<file path="config.mk">
export PLATFORM = sky130hd
export DESIGN_NAME = alu_frame_serializer
export DESIGN_NICKNAME = d
export VERILOG_FILES = /design/src/rtl/alu_pkg.sv /design/src/rtl/alu_crc4_lfsr.sv /design/src/rtl/alu_frame_serializer.sv
export SDC_FILE = /design/constraint.sdc
export NUM_CORES = 1
export LEC_CHECK = 0
export ABC_CLOCK_PERIOD_IN_PS = 3400
export BUFFER_PORTS_ARGS = -buffer_cell sky130_fd_sc_hd__buf_4
export CORE_MARGIN = 4
export CORE_UTILIZATION = 45
export DETAILED_ROUTE_END_ITERATION = 10
export GPL_TIMING_DRIVEN = 0
export MAX_ROUTING_LAYER = met4
export PLACE_DENSITY = 0.74
export SYNTH_ARGS = -nofsm -noshare
export SYNTH_HDL_FRONTEND = slang
export SYNTH_SLANG_ARGS = --single-unit
</file>
<file path="constraint.sdc">
create_clock -name clk -period 3.4 [get_ports clk]
set_input_delay 0.34 -clock clk [delete_from_list [all_inputs] [get_ports clk]]
set_output_delay 0.34 -clock clk [all_outputs]
set_load 0.02 [all_outputs]
</file>
<file path="src/rtl/alu_pkg.sv">
// Shared types and helpers for the ALU serial frame generator.
// Packets are 11 bits, sent MSB first: {start, kind, payload[7:0], stop}.
package alu_pkg;

  localparam int PKT_W = 11;
  typedef logic [PKT_W-1:0] packet_t;

  localparam logic PKT_DATA = 1'b0;
  localparam logic PKT_CMD  = 1'b1;

  localparam logic [3:0] CRC4_POLY = 4'b0011;

  typedef enum logic [2:0] {
    ST_IDLE,
    ST_CRC,
    ST_SEND_B,
    ST_SEND_A,
    ST_SEND_CMD
  } state_t;

  function automatic packet_t create_packet(input logic kind, input logic [7:0] payload);
    return {1'b0, kind, payload, 1'b1};
  endfunction

  // One step of the x^4+x+1 LFSR, message bit d shifted in MSB first.
  function automatic logic [3:0] crc4_step(input logic [3:0] c, input logic d);
    logic fb;
    fb = c[3] ^ d;
    return {c[2:0], 1'b0} ^ (fb ? CRC4_POLY : 4'b0000);
  endfunction

endpackage

</file>
<file path="src/rtl/alu_crc4_lfsr.sv">
// Bit-serial CRC-4 (x^4+x+1), cleared to zero, one message bit per enabled clock.
module alu_crc4_lfsr
  import alu_pkg::*;
(
  input  logic       clk,
  input  logic       rst,
  input  logic       clear,
  input  logic       shift_en,
  input  logic       d,
  output logic [3:0] crc
);

  always_ff @(posedge clk) begin
    if (rst || clear) begin
      crc <= 4'b0000;
    end else if (shift_en) begin
      crc <= crc4_step(crc, d);
    end
  end

endmodule

</file>
<file path="src/rtl/alu_frame_serializer.sv">
// Serial frame generator: accepts one (A, B, op) request, computes its CRC-4
// bit-serially, then streams B bytes, A bytes and a command packet on sin.
module alu_frame_serializer
  import alu_pkg::*;
#(
  parameter int          OPERAND_W = 32,
  parameter logic [3:0]  CRC_FLIP  = 4'b0001,
  localparam int         NB        = OPERAND_W / 8,
  localparam int         DW        = $clog2(NB + 1)
) (
  input  logic                 clk,
  input  logic                 rst,
  input  logic                 in_valid,
  output logic                 in_ready,
  input  logic [OPERAND_W-1:0] in_a,
  input  logic [OPERAND_W-1:0] in_b,
  input  logic [2:0]           in_op,
  input  logic [DW-1:0]        in_drop_a,
  input  logic [DW-1:0]        in_drop_b,
  input  logic                 in_bad_crc,
  output logic                 sin,
  output logic                 busy,
  output logic                 done
);

  // Handshake: a request is taken on any rising edge where in_valid && in_ready;
  // in_ready is high only in IDLE, so in_valid outside IDLE has no effect.

  localparam int             VW       = 2 * OPERAND_W + 4;
  localparam int             CW       = $clog2(VW);
  localparam logic [CW-1:0]  CRC_LAST = CW'(VW - 1);
  localparam logic [DW-1:0]  NB_D     = DW'(NB);

  function automatic logic [DW-1:0] keep_count(input logic [DW-1:0] drop);
    return (drop > NB_D) ? '0 : NB_D - drop;
  endfunction

  // Index 0 selects the most significant byte.
  function automatic logic [7:0] byte_sel(input logic [OPERAND_W-1:0] v,
                                          input logic [DW-1:0] idx);
    int lsb;
    lsb = 8 * (NB - 1 - int'(idx));
    return v[lsb +: 8];
  endfunction

  state_t               state, state_nxt;
  logic [OPERAND_W-1:0] a_r, b_r;
  logic [2:0]           op_r;
  logic                 bad_crc_r;
  logic [DW-1:0]        keep_a, keep_b;
  logic [CW-1:0]        crc_cnt;
  logic [DW-1:0]        byte_idx, byte_idx_nxt, idx_inc;
  logic [3:0]           bit_cnt;
  packet_t              shreg, load_pkt, cmd_pkt;
  logic                 load_en, done_nxt, done_r;
  logic                 accept, sending, pkt_end;
  logic [VW-1:0]        vec;
  logic                 crc_bit;
  logic [3:0]           crc, crc_final;

  assign accept  = (state == ST_IDLE) && in_valid;
  assign sending = (state == ST_SEND_B) || (state == ST_SEND_A) || (state == ST_SEND_CMD);
  assign pkt_end = (bit_cnt == 4'd10);
  assign idx_inc = byte_idx + DW'(1);
  assign vec     = {b_r, a_r, 1'b1, op_r};
  assign crc_bit = vec[CRC_LAST - crc_cnt];

  alu_crc4_lfsr u_crc (
    .clk      (clk),
    .rst      (rst),
    .clear    (accept),
    .shift_en (state == ST_CRC),
    .d        (crc_bit),
    .crc      (crc)
  );

  // When no data packet is sent the command loads on the final CRC edge,
  // before the LFSR register has absorbed the last bit.
  assign crc_final = (state == ST_CRC) ? crc4_step(crc, crc_bit) : crc;
  assign cmd_pkt   = create_packet(PKT_CMD,
                       {1'b0, op_r, bad_crc_r ? (crc_final ^ CRC_FLIP) : crc_final});

  always_comb begin
    state_nxt    = state;
    byte_idx_nxt = byte_idx;
    load_en      = 1'b0;
    load_pkt     = '1;
    done_nxt     = 1'b0;
    case (state)
      ST_IDLE: if (in_valid) state_nxt = ST_CRC;
      ST_CRC: begin
        if (crc_cnt == CRC_LAST) begin
          load_en      = 1'b1;
          byte_idx_nxt = '0;
          if (keep_b != '0) begin
            state_nxt = ST_SEND_B;
            load_pkt  = create_packet(PKT_DATA, byte_sel(b_r, '0));
          end else if (keep_a != '0) begin
            state_nxt = ST_SEND_A;
            load_pkt  = create_packet(PKT_DATA, byte_sel(a_r, '0));
          end else begin
            state_nxt = ST_SEND_CMD;
            load_pkt  = cmd_pkt;
          end
        end
      end
      ST_SEND_B: begin
        if (pkt_end) begin
          load_en = 1'b1;
          if (idx_inc < keep_b) begin
            byte_idx_nxt = idx_inc;
            load_pkt     = create_packet(PKT_DATA, byte_sel(b_r, idx_inc));
          end else if (keep_a != '0) begin
            state_nxt    = ST_SEND_A;
            byte_idx_nxt = '0;
            load_pkt     = create_packet(PKT_DATA, byte_sel(a_r, '0));
          end else begin
            state_nxt = ST_SEND_CMD;
            load_pkt  = cmd_pkt;
          end
        end
      end
      ST_SEND_A: begin
        if (pkt_end) begin
          load_en = 1'b1;
          if (idx_inc < keep_a) begin
            byte_idx_nxt = idx_inc;
            load_pkt     = create_packet(PKT_DATA, byte_sel(a_r, idx_inc));
          end else begin
            state_nxt = ST_SEND_CMD;
            load_pkt  = cmd_pkt;
          end
        end
      end
      ST_SEND_CMD: begin
        if (pkt_end) begin
          state_nxt = ST_IDLE;
          done_nxt  = 1'b1;
        end
      end
      default: state_nxt = ST_IDLE;
    endcase
  end

  always_ff @(posedge clk) begin
    if (rst) begin
      state     <= ST_IDLE;
      a_r       <= '0;
      b_r       <= '0;
      op_r      <= '0;
      bad_crc_r <= 1'b0;
      keep_a    <= '0;
      keep_b    <= '0;
      crc_cnt   <= '0;
      byte_idx  <= '0;
      bit_cnt   <= '0;
      shreg     <= '1;
      done_r    <= 1'b0;
    end else begin
      state    <= state_nxt;
      byte_idx <= byte_idx_nxt;
      done_r   <= done_nxt;
      if (accept) begin
        a_r       <= in_a;
        b_r       <= in_b;
        op_r      <= in_op;
        bad_crc_r <= in_bad_crc;
        keep_a    <= keep_count(in_drop_a);
        keep_b    <= keep_count(in_drop_b);
        crc_cnt   <= '0;
      end else if (state == ST_CRC) begin
        crc_cnt <= crc_cnt + CW'(1);
      end
      if (load_en) begin
        shreg   <= load_pkt;
        bit_cnt <= '0;
      end else if (sending) begin
        if (pkt_end) begin
          bit_cnt <= '0;
        end else begin
          shreg   <= {shreg[PKT_W-2:0], 1'b1};
          bit_cnt <= bit_cnt + 4'd1;
        end
      end
    end
  end

  assign sin      = sending ? shreg[PKT_W-1] : 1'b1;
  assign in_ready = (state == ST_IDLE);
  assign busy     = !in_ready;
  assign done     = done_r;

endmodule

</file>
Word level (Yosys, flattened, before mapping) --
Index checks and enable logic that the tools add are counted.
Operators by class: add/subtract/negate cells 7, multipliers 0, divide/modulo/power cells 0, order comparisons 5, equality and inequality tests 16, shift operators 2, multiplexer cells 40, bitwise operators 4, reduce and logical (&&, ||, !) cells 17
Operators by type and width (number):
- two-way mux 11 bit | 6
- indexed part select 32 x 7 -> 8 bit | 2
- two-way mux 3 bit | 17
- two-way mux 10 bit | 4
- case mux 11 bit (3 select lines) | 1
- inequality test 2 bit, second input constant | 8
- case mux 3 bit (5 select lines) | 1
- case mux 3 bit (3 select lines) | 1
- nonzero test 3 bit | 3
- < comparator 7 x 8 -> 1 bit, second input constant | 1
- two-way mux 4 bit | 2
- OR reduction 2 bit | 4
- adder 7 x 1 -> 7 bit, second input constant | 1
- binary-select mux 1 bit (select 7 bit) | 1
- == test 7 bit, second input constant | 1
- AND reduction 7 bit | 1
- subtractor 7 bit, first input constant | 1
- == test 3 x 2 -> 1 bit, second input constant | 2
- > comparator 3 bit, second input constant | 2
- < comparator 3 bit | 2
- AND reduction 6 bit | 1
- subtractor 3 bit, first input constant | 2
- two-way mux 1 bit | 5
- adder 4 x 1 -> 4 bit, second input constant | 1
- other kinds (18) | 21
Storage, ports and cells: register bits after elaboration 107, bits in latches 0, RAM bits 0, bits in read-only memories 0, output and inout port bits 4, memories 0

Logic depth before layout (Yosys ltp) --
depth in word-level cells 14, depth in mapped cells 13, mapped depth without buffers 10

Cells and area by module --
Synthesis repeated with hierarchy kept, for this count alone.
Second synthesis, totals: cell total of the unflattened synthesis 743, area, all modules 5958.2 µm²
Modules (own cells, without submodules):
- alu_frame_serializer | times used 1, cells each 726, area each 5783.0 µm², seq. area each 2042.0 µm²
- alu_crc4_lfsr | times used 1, cells each 17, area each 175.2 µm², seq. area each 80.1 µm²

Worst setup path before layout --
OpenSTA, ideal clock, no wires.
path type reg2reg, from register byte_idx[0], to register shreg[2], library setup time 128 ps, arrival time 2826 ps, data required time 3272 ps, setup slack 446 ps, stages on the path, launching flop included 12, path buffers 1, period minus slack after synthesis 2954 ps, cell sequence dfxtp_1 -> ha_1 -> xnor2_1 -> clkbuf_1 -> inv_1 -> ha_1 -> o21ai_0 -> nand2_1 -> a311o_1 -> a211o_1 -> o21bai_1 -> o211ai_1
Between the ends: word-level cells in the longest chain between the ends 7, elaborated cells on any way between the ends 12
Ends and longest elaborated chain:
- start: declaration | line alu_frame_serializer.sv:52 | logic [DW-1:0] byte_idx, byte_idx_nxt, idx_inc;
- start signal: assignment | line alu_frame_serializer.sv:161 | byte_idx <= byte_idx_nxt;
- adder 3 x 1 -> 3 bit * | line alu_frame_serializer.sv:64 | assign idx_inc = byte_idx + DW'(1);
- subtractor 2 x 3 -> 4 bit | line alu_frame_serializer.sv:42 | lsb = 8 * (NB - 1 - int'(idx));
- indexed part select 32 x 7 -> 8 bit | line alu_frame_serializer.sv:43 | return v[lsb +: 8];
- two-way mux 10 bit, on equally long branches | line alu_frame_serializer.sv:126, alu_frame_serializer.sv:110
- two-way mux 11 bit, on equally long branches | line alu_frame_serializer.sv:124, alu_frame_serializer.sv:108
- case mux 11 bit (3 select lines) * | line alu_frame_serializer.sv:89 | case (state)
- two-way mux 11 bit * | line alu_frame_serializer.sv:174 | if (load_en) begin
- end signal: assignment | line alu_frame_serializer.sv:175 | shreg <= load_pkt;
- end signal: assignment | line alu_frame_serializer.sv:181 | shreg <= {shreg[PKT_W-2:0], 1'b1};
- end: declaration | line alu_frame_serializer.sv:54 | packet_t shreg, load_pkt, cmd_pkt;
Every way passes the cells marked *; elsewhere a longest branch is shown, timed or not. A chain may end at the register's enable or synchronous reset.

Final worst setup path --
from register crc_cnt[2], to register byte_idx[1]
Between the ends: word-level cells in the longest chain between the ends 3
Ends and longest elaborated chain:
- start: declaration | line alu_frame_serializer.sv:51 | logic [CW-1:0] crc_cnt;
- start signal: assignment | line alu_frame_serializer.sv:172 | crc_cnt <= crc_cnt + CW'(1);
- == test 7 bit | line alu_frame_serializer.sv:92 | if (crc_cnt == CRC_LAST) begin
- inequality test 2 bit (no source line)
- AND reduction 6 bit (no source line)
Every way passes these cells.

==> qor.csv <==
metric,value,unit
Port Buf Inserts,80,
clock share of power,0.275,
critical path buffer and inverter count,4,
Die ar.,0.0155,mm2
crit path from,crc_cnt[2],
Setup crit end,byte_idx[1],
RSZ-0062 raised after global routing,false,
r2r setup slk,0.20,ns
number of global-route vias before repair,5664,
Final Skew,0.00853,ns
Psw,1.50,mW
Slew @ Worst Pin,0.977,ns
r2r worst-path depth,11,
All-Layer GR Usage,0.245,
WHS Path Cells,3,
IO Pins,81,
Internal,2.66,mW
TritonCTS Buffers,9,
Placed Instances,995,
GRT met3 Usage,0.0364,
R2R Path End,byte_idx[1],
Pwr Total,4.16,mW
critical path class,reg2reg,
status,finished clean,
Syn-to-layout area delta,20.2,%
CTS Hold Bufs,0,
# nets final,918,
Synth Area per Inst,8.26,um2
H-Tree Level Count,3,
CTS tree,done,
maximum clock insertion buffer count,2,
PD cells,567,mW/mm2
# DRC,0,
post-DP HPWL,14.2,mm
hold crit path type,in2reg,
slowest stage cell on the critical path,or3_1,
Post-DRT Antenna Nets,0,
Initial DRC Count,446,
CP max stage delay,0.41,ns
"EDFF count, synth",0,
wire per inst,18.3,um
commonest cells in the netlist,"nand2_1 (183), dfxtp_1 (106), a21oi_1 (99)",
worst setup margin,0.198,ns
# rows,42,
Starting Density,0.461,
router iterations before antenna repair,7,
CP required,3.69,ns
post-synthesis net count,826,
post-synthesis cell type count,70,
RR Startpoint,crc_cnt[2],
first-pass GRT wire length,29.8,mm
largest net degree at the start of global routing,17,
max_cap viols,0,
Die Ht,124,um
Async SR Flop Fraction,0,
grt met1 use,0.325,
core footprint,0.0132,mm2
Final setup violation count,0,
Critical Path End Type,flip-flop,
Yosys warnings,0,
"Critical Path, Cell by Cell",buf_4 > buf_4 > inv_1 > ha_4 > nand3b_1 > or3_1 > clkbuf_1 > o22ai_4 > nand2_1 > or3_1 > a21oi_1,
Post-Place Worst Slack,-0.194,ns
Reg power frac,0.385,
final period utilization,0.942,
Max-slew headroom,0.340,
Leakage,2.77,nW
Crit path depth,11,
CP max FO,10,
total wire length,18.5,mm
Clock Latency Late Sink,0.36,ns
placed inst area,0.00693,mm2
fin crit period,3.20,ns
Crit path arrival time,3.49,ns
register area share after synthesis,0.348,
vias post-DR,5806,
combinational power share,0.340,
global routing's busiest layer,met2,
"area leader, netlist",dfxtp_1,
Finished Core Util,0.554,
initial antenna violation count,0,
share of cells above drive strength 1,0.181,
# clock sinks,106,
Critical Path Start Type,flip-flop,
CTS clock-pin slew for the worst setup and hold paths,0.07,ns
Setup TNS Final,0,ns
antenna cells,0,
Synth Register Bits,106,
crit-path leading delay family,simple AND/OR/NAND/NOR gates,
highest clock rate,0.312,GHz
final std cells w/o fill,1011,
GPL Wtd Cong,0.982,
maximum vdd drop,0.361,mV
synthesized area,0.00611,mm2
clock root cell,clkbuf_16,
Hold WS,0.221,ns
final instance area,0.00734,mm2
Cells after Synth,739,
most area-consuming cells after synthesis,"dfxtp_1 (35%), nand2_1 (11%), mux4_2 (8.9%)",
Final Max Tran Viols,0,
top cell type's share of synthesized area,0.348,
GR Util met2,0.383,
final hold vios,0,
"count leader, synth",nand2_1,
global route overflow,0,
die width,124,um
Vias/cell,5.74,
Post-synth top flop,dfxtp_1,
Switching Fraction,0.360,
[state kept, by name, summed over array words and instances, names as in the netlist]
name,count
a_r,32
b_r,32
bad_crc_r,1
bit_cnt,4
byte_idx,3
crc_cnt,7
done,1
keep_a,3
keep_b,3
op_r,3
shreg,10
state,3
u_crc.crc,4
[power groups by stage]
stage	logic (mW)	registers, mW	clock network (mW)
3_3_place_gp	1.37	1.62	0
5_1_grt	1.55	1.62	1.20
4_1_cts	1.39	1.60	1.15
6_report	1.41	1.60	1.14
3_5_place_dp	1.38	1.62	0
2_1_floorplan	0.993	1.53	0
[worst min path at each step]
stage	start	end	slack, ns
6_report	in_b[6]	b_r[6]	0.22
4_1_cts	in_b[6]	b_r[6]	0.22
5_1_grt	in_b[8]	b_r[8]	0.24
3_3_place_gp	byte_idx[2]	byte_idx[2]	0.45
3_5_place_dp	byte_idx[2]	byte_idx[2]	0.46
2_1_floorplan	byte_idx[1]	byte_idx[1]	0.44
[worst min-delay path, stage by stage]
cell and delay (ns):
buf_4 0.11, nand2_1 0.04, a21oi_1 0.05
[cell type report]
cell class / instances / area [um2]
well taps: 176 / 220
flip-flops and latches: 106 / 2120
clock buffers: 11 / 253
plain buffers: 54 / 246
fillers: 1317 / 5900
clock inverters: 4 / 75.1
multi-input cells: 557 / 3730
repair buffers: 83 / 621
inverters: 20 / 75.1
[repair_timing]
item / CTS / global route
gates cloned: 0 / 0
endpoints found under the setup margin: 8 / 17
resized for setup: 4 / 10
pin swaps: 0 / 1
setup buffers: 0 / 2
hold endpoints to repair: 0 / 0
[layer usage]
metal  share of wire  vias up
li1                -     2819
met1            0.46     2775
met2            0.46      183
met3           0.053       29
met4           0.024        0
met5               0        -
[cell usage in the layout, fill, tap and decap left out, drive strengths merged, types with 4 or more instances in the layout]
master,n
mux4,32
o21ai,23
nor2b,4
nor2,42
nand2,183
and3,10
inv,20
nand2b,6
o21a,4
a221oi,4
buf,97
or3,6
xnor2,6
mux2i,20
a21oi,99
clkbuf,51
nand3b,4
nor3,16
ha,10
a211oi,9
dfxtp,106
nand3,12
[logic make-up after synthesis]
group                      count (synthesis)  share of synthesized area
and+or+nand+nor                          302                      0.218
buffers and inverters                     76                     0.0537
xor gates and xnor gates                  10                     0.0168
DFF                                      106                      0.348
AOI/OAI and AO/OA                        182                      0.185
adders and majority gates                 10                     0.0205
muxes                                     53                      0.158
Note: power is estimated with default switching activity, not from simulation.
